File: config.mk
export PLATFORM = sky130hd
export DESIGN_NAME = alu_div_flat
export DESIGN_NICKNAME = d
export VERILOG_FILES = /design/src/rtl/alu_div_if.sv /design/src/rtl/alu_div.sv /design/src/flat_wrapper.sv
export SDC_FILE = /design/constraint.sdc
export NUM_CORES = 1
export LEC_CHECK = 0
export BUFFER_PORTS_ARGS = -buffer_cell sky130_fd_sc_hd__buf_2
export CORE_UTILIZATION = 56
export CTS_BUF_LIST = sky130_fd_sc_hd__clkbuf_4
export CTS_CLUSTER_SIZE = 16
export DETAILED_ROUTE_END_ITERATION = 10
export PLACE_DENSITY = 0.92
export SLEW_MARGIN = 25
export SYNTH_ARGS = -nofsm -noshare
export SYNTH_HDL_FRONTEND = slang
export SYNTH_SLANG_ARGS = --single-unit
File: constraint.sdc
create_clock -name clk -period 4.9 [get_ports clk]
set_input_delay 0.245 -clock clk [delete_from_list [all_inputs] [get_ports clk]]
set_output_delay 0.245 -clock clk [all_outputs]
set_load 0.02 [all_outputs]
File: src/rtl/alu_div_if.sv
// Operand/result bundle between the EX-stage issue logic and the multi-cycle divider.
`ifndef WORD_BUS
`define WORD_BUS 31:0
`endif
`ifndef ENABLE
`define ENABLE 1'b1
`endif
`ifndef DISABLE
`define DISABLE 1'b0
`endif
`ifndef ZERO_WORD
`define ZERO_WORD 32'h0000_0000
`endif

interface alu_div_if;
  logic            start;
  logic            signed_op;
  logic [`WORD_BUS] dividend;
  logic [`WORD_BUS] divisor;
  logic            cancel;
  logic            stall;
  logic            o_we;
  logic [`WORD_BUS] o_hi;
  logic [`WORD_BUS] o_lo;

  modport master (output start, signed_op, dividend, divisor, cancel,
                  input  stall, o_we, o_hi, o_lo);
  modport slave  (input  start, signed_op, dividend, divisor, cancel,
                  output stall, o_we, o_hi, o_lo);
endinterface

File: src/rtl/alu_div.sv
// Radix-2 restoring DIV/DIVU, one quotient bit per clock; remainder -> HI, quotient -> LO.
// Optional DIV_ZERO_FAST_EN: a zero divisor skips the iterations and finishes the next cycle.
`ifndef WORD_BUS
`define WORD_BUS 31:0
`endif
`ifndef ENABLE
`define ENABLE 1'b1
`endif
`ifndef DISABLE
`define DISABLE 1'b0
`endif
`ifndef ZERO_WORD
`define ZERO_WORD 32'h0000_0000
`endif

module alu_div (
  input logic       clk,
  input logic       rst,
  alu_div_if.slave  bus
);
  typedef enum logic [1:0] {IDLE, RUN, DONE} state_t;

  state_t           state, nextState;
  logic [4:0]       cnt;
  logic [`WORD_BUS] rem, quo, divMag, hiReg, loReg;
  logic             quoNeg, remNeg;
  logic             accept, zeroFast, dvdNeg, dvsNeg, stallC, weC;
  logic [32:0]      shifted, trial;
  logic [`WORD_BUS] quoNext, remNext, quoFinal, remFinal;

  assign accept = (state == IDLE) && bus.start && !bus.cancel;
  assign dvdNeg = bus.signed_op && bus.dividend[31];
  assign dvsNeg = bus.signed_op && bus.divisor[31];
`ifdef DIV_ZERO_FAST_EN
  assign zeroFast = (bus.divisor == `ZERO_WORD);
`else
  assign zeroFast = `DISABLE;
`endif

  // One restoring step: the quotient register doubles as the dividend shifter.
  assign shifted  = {rem, quo[31]};
  assign trial    = shifted - {1'b0, divMag};
  assign quoNext  = {quo[30:0], ~trial[32]};
  assign remNext  = trial[32] ? shifted[31:0] : trial[31:0];
  assign quoFinal = quoNeg ? -quoNext : quoNext;
  assign remFinal = remNeg ? -remNext : remNext;

  always_comb begin
    nextState = state;
    stallC    = `DISABLE;
    weC       = `DISABLE;
    case (state)
      IDLE: if (accept) begin
        stallC    = `ENABLE;
        nextState = zeroFast ? DONE : RUN;
      end
      RUN: begin
        stallC = `ENABLE;
        if (cnt == 5'd31) nextState = DONE;
      end
      DONE: begin
        weC       = `ENABLE;
        nextState = IDLE;
      end
      default: nextState = IDLE;
    endcase
    // A flush squashes both the hold request's future and any pending write.
    if (bus.cancel) begin
      nextState = IDLE;
      weC       = `DISABLE;
    end
  end

  assign bus.stall = stallC;
  assign bus.o_we  = weC;
  assign bus.o_hi  = weC ? hiReg : `ZERO_WORD;
  assign bus.o_lo  = weC ? loReg : `ZERO_WORD;

  always_ff @(posedge clk) begin
    if (rst) begin
      state  <= IDLE;
      cnt    <= 5'd0;
      rem    <= `ZERO_WORD;
      quo    <= `ZERO_WORD;
      divMag <= `ZERO_WORD;
      quoNeg <= `DISABLE;
      remNeg <= `DISABLE;
      hiReg  <= `ZERO_WORD;
      loReg  <= `ZERO_WORD;
    end else begin
      state <= nextState;
      case (state)
        IDLE: if (accept) begin
          quo    <= dvdNeg ? -bus.dividend : bus.dividend;
          divMag <= dvsNeg ? -bus.divisor : bus.divisor;
          quoNeg <= dvdNeg ^ dvsNeg;
          remNeg <= dvdNeg;
          rem    <= `ZERO_WORD;
          cnt    <= 5'd0;
          if (zeroFast) begin
            hiReg <= bus.dividend;
            loReg <= dvdNeg ? 32'h0000_0001 : 32'hFFFF_FFFF;
          end
        end
        RUN: begin
          rem <= remNext;
          quo <= quoNext;
          cnt <= cnt + 5'd1;
          if (cnt == 5'd31) begin
            hiReg <= remFinal;
            loReg <= quoFinal;
          end
        end
        default: ;
      endcase
    end
  end
endmodule

File: src/flat_wrapper.sv
// flat-port wrapper written by rule: the top's interface ports become plain ports
module alu_div_flat 
  (clk, rst, bus_start, bus_signed_op, bus_dividend, bus_divisor, bus_cancel, bus_stall, bus_o_we, bus_o_hi, bus_o_lo);
  alu_div_if bus_i ();
  input logic clk;
  input logic rst;
  input wire logic [$bits(bus_i.start)-1:0] bus_start;
  input wire logic [$bits(bus_i.signed_op)-1:0] bus_signed_op;
  input wire logic [$bits(bus_i.dividend)-1:0] bus_dividend;
  input wire logic [$bits(bus_i.divisor)-1:0] bus_divisor;
  input wire logic [$bits(bus_i.cancel)-1:0] bus_cancel;
  output wire logic [$bits(bus_i.stall)-1:0] bus_stall;
  output wire logic [$bits(bus_i.o_we)-1:0] bus_o_we;
  output wire logic [$bits(bus_i.o_hi)-1:0] bus_o_hi;
  output wire logic [$bits(bus_i.o_lo)-1:0] bus_o_lo;
  assign bus_i.start = bus_start;
  assign bus_i.signed_op = bus_signed_op;
  assign bus_i.dividend = bus_dividend;
  assign bus_i.divisor = bus_divisor;
  assign bus_i.cancel = bus_cancel;
  assign bus_stall = bus_i.stall;
  assign bus_o_we = bus_i.o_we;
  assign bus_o_hi = bus_i.o_hi;
  assign bus_o_lo = bus_i.o_lo;
  alu_div u_core (.clk(clk), .rst(rst), .bus(bus_i));
endmodule
==> reports/metrics.cfg <==
[status]
status=finished clean

[synth]
yosysMostFrequentCell=nor2_1
yosysWarnings=0
synth_area_leaders=dfxtp_1 28%, nor2_1 5.5%, a21oi_1 4.9%, nand2_1 4.8%, xor2_1 4.6%
ys_seq_elements=169
yosysUniqueCellTypes=86
async_flop_share=0
netlist_top_cells_count=179 x nor2_1, 169 x dfxtp_1, 155 x nand2_1, 119 x a21oi_1, 81 x and2_1
syn-instance-count=1625
ys_seq_area_frac=0.276
synth-edff-count=0
syn_avg_cell_area_um2=7.53
syn_nets=1733
syn_area_um2=12200
yosysTopAreaCell=dfxtp_1
synth-main-ff-cell=dfxtp_1
synth_top_cell_area_share=0.276

[detailed_routing]
dr.pass1.iters=6
wl_per_cell_um=18.9
drc=0
postRouteWirelength_um=38300
dr_total_vias=13029
via_per_inst=6.41
first_iter_violations=1344
antenna_left=0

[place]
hpwl_um=27000
port-buffer-count=134
finalWeightedCongestion=0.974

[clock_tree]
cts.sinks=169
path_clk_slew_ns=0.15
cts_buffers=17
cts_setup_buffers=0
htree_levels=4
root_buffer=clkbuf_4
cts_buffer_depth=2
worstSkewPairLatency_ns=0.63
cts_tree=built

[power_and_ir_drop]
ir_worst_vdd_mv=0.156
power.total_uw=3210
leakagePower_uw=0.00554
power.density_nw_per_um2=232

[cells_and_area]
final_nets=1852
syn_to_final_growth_pct=13.2
drive_gt1_frac=0.131
fillCellCount=1795

[floorplan]
die_h_um=150
die_w_um=150
coreArea_um2=21200
io_pins=135
row_count=53
start_util=0.577
die_area_um2=22500

[sta]
post-route-min-period_ns=4.59
holdWs_ns=0.0147
worst_pin_slew_ns=1.00
finClkSkew_ns=0.0323
timing.setup.tns_ns=0
fin_crit_sh=0.937
rsz0062_at_grt=no
fmax_mhz=218
setup_viol=0
drv_slew=0
finalHoldViolations=0
relSlewSlack=0.327

[setup_path]
slowest_stage=or4_1
cp-end-kind=register
crit_path_frequent_cell=inv_1
critPathArrivalTime_ns=5.16
worstPathRequired_ns=5.46
crit_path_cell_trace=inv_1 -> ha_1 -> a21oi_2 -> o21ai_0 -> a221oi_1 -> a21boi_0 -> a211oi_4 -> inv_2 -> nand2_1 -> o21ai_0 -> inv_1 -> ha_1 -> inv_1 -> nor4_2 -> nand3_1 -> o21ai_1 -> buf_4 -> nand3b_1 -> or4_1 -> nand3_1
ff2ff_setup_slack_ns=0.31
start_kind=register
path_class=register to register
cp_max_fo=10
max_stage_delay_ns=0.54

[global_routing]
grt_pass1_vias=11934
grt_pass1_wl_um=61100
groute.usage.overall=0.341
grt_max_degree=95
overflow=0
antenna_found_initial=1

[worst_hold_path]
hold_class=primary input to register

[run]
maxCapViolations=0

## worst max-delay path, delay by kind of cell (launching register included)
kind / cells / cell delay (ns)
AOI/OAI and AO/OA: 7 / 1.68
and+or+nand+nor: 6 / 1.39
buffers and inverters: 5 / 0.52
adders and majority gates: 2 / 0.57
DFF: 1 / 0.36
## placed cells by master (no fill, tap or decap), drive strengths merged, types with 14 or more instances in the layout
cell	count
a211oi	60
a21o	20
a21oi	122
a22oi	67
and2	83
and3	16
buf	152
clkbuf	17
dfxtp	169
dlygate4sd3	50
ha	38
inv	64
mux2i	20
nand2	156
nand3	32
nor2	179
nor3	32
nor4	17
o21ai	83
o31ai	20
or3	27
or4	14
xnor2	45
xor2	65
## cells by family (layout without fill, tap and decap cells)
logic type               after synthesis  in the layout  synth area share
multiplexers                          32             32            0.0274
other                                  0              2                 0
adder cells (fa/ha/maj)               39             39            0.0405
AO/OA/AOI/OAI                        487            487             0.269
flip-flops                           169            169             0.276
buffers and inverters                159            291            0.0522
AND/OR/NAND/NOR                      629            629             0.256
XOR/XNOR                             110            110            0.0787
## registers in the layout (all words and copies together) (netlist names)
register       count
u_core.quo        32
u_core.divMag     32
u_core.remNeg      1
u_core.rem        32
u_core.state       2
u_core.quoNeg      1
u_core.hiReg      32
u_core.loReg      32
u_core.cnt         5
## metal layers
layer / wire length, µm / GRT usage / vias to the layer above
met3: 2830 / 0.0415 / 138
met5: 0 / 0 / -
met2: 18200 / 0.576 / 675
met4: 1570 / 0.152 / 0
met1: 15800 / 0.434 / 6063
li1: - / - / 6153
## final timing paths
kind | start | endpoint | depth (start not counted)
worst max-delay path | u_core.divMag[19] | u_core.hiReg[28] | 20
worst max register to register | u_core.divMag[19] | u_core.hiReg[28] | 20
worst min-delay path | bus_divisor[5] | u_core.divMag[5] | 3
worst min register to register | u_core.loReg[0] | u_core.loReg[0] | 2
## per-stage QoR
stage                     area (µm²)  worst slack, ns   util  std cells
final                          13900            0.307  0.653       2034
after detailed placement       13000            0.297  0.613       1950
after CTS                      13800            0.230  0.652       2032
after floorplan                12200           0.0754      -       1625
after global placement         13000            0.464  0.613       1950
after global routing           13900           0.0407  0.653       2033
## report_power, final
part | switching [µW] | leakage (µW) | total [µW] | internal [µW]
clock | 585 | 0.000171 | 960 | 375
sequential | 39.9 | 0.00137 | 1450 | 1410
combinational | 494 | 0.00400 | 799 | 305
## layout make-up
cell class	instances	area [µm²]	share of cell area
Inverter	57	214	0.0154
Sequential cell	169	3380	0.244
Tap cell	275	344	0.0248
Multi-Input combinational cell	1297	8270	0.597
Clock buffer	17	128	0.00921
Timing Repair Buffer	202	1310	0.0944
Antenna cell	2	5.00	0.000361
Clock inverter	15	205	0.0148
## what timing repair did
| action | 4_1_cts | 5_1_grt |
|---|---|---|
| endpoints found under the setup margin | 0 | 4 |
| hold endpoints to repair | 51 | 0 |
| hold buffers | 50 | 0 |
| gates resized for setup | 0 | 4 |
No activity file was read; power rests on OpenSTA's default activity.
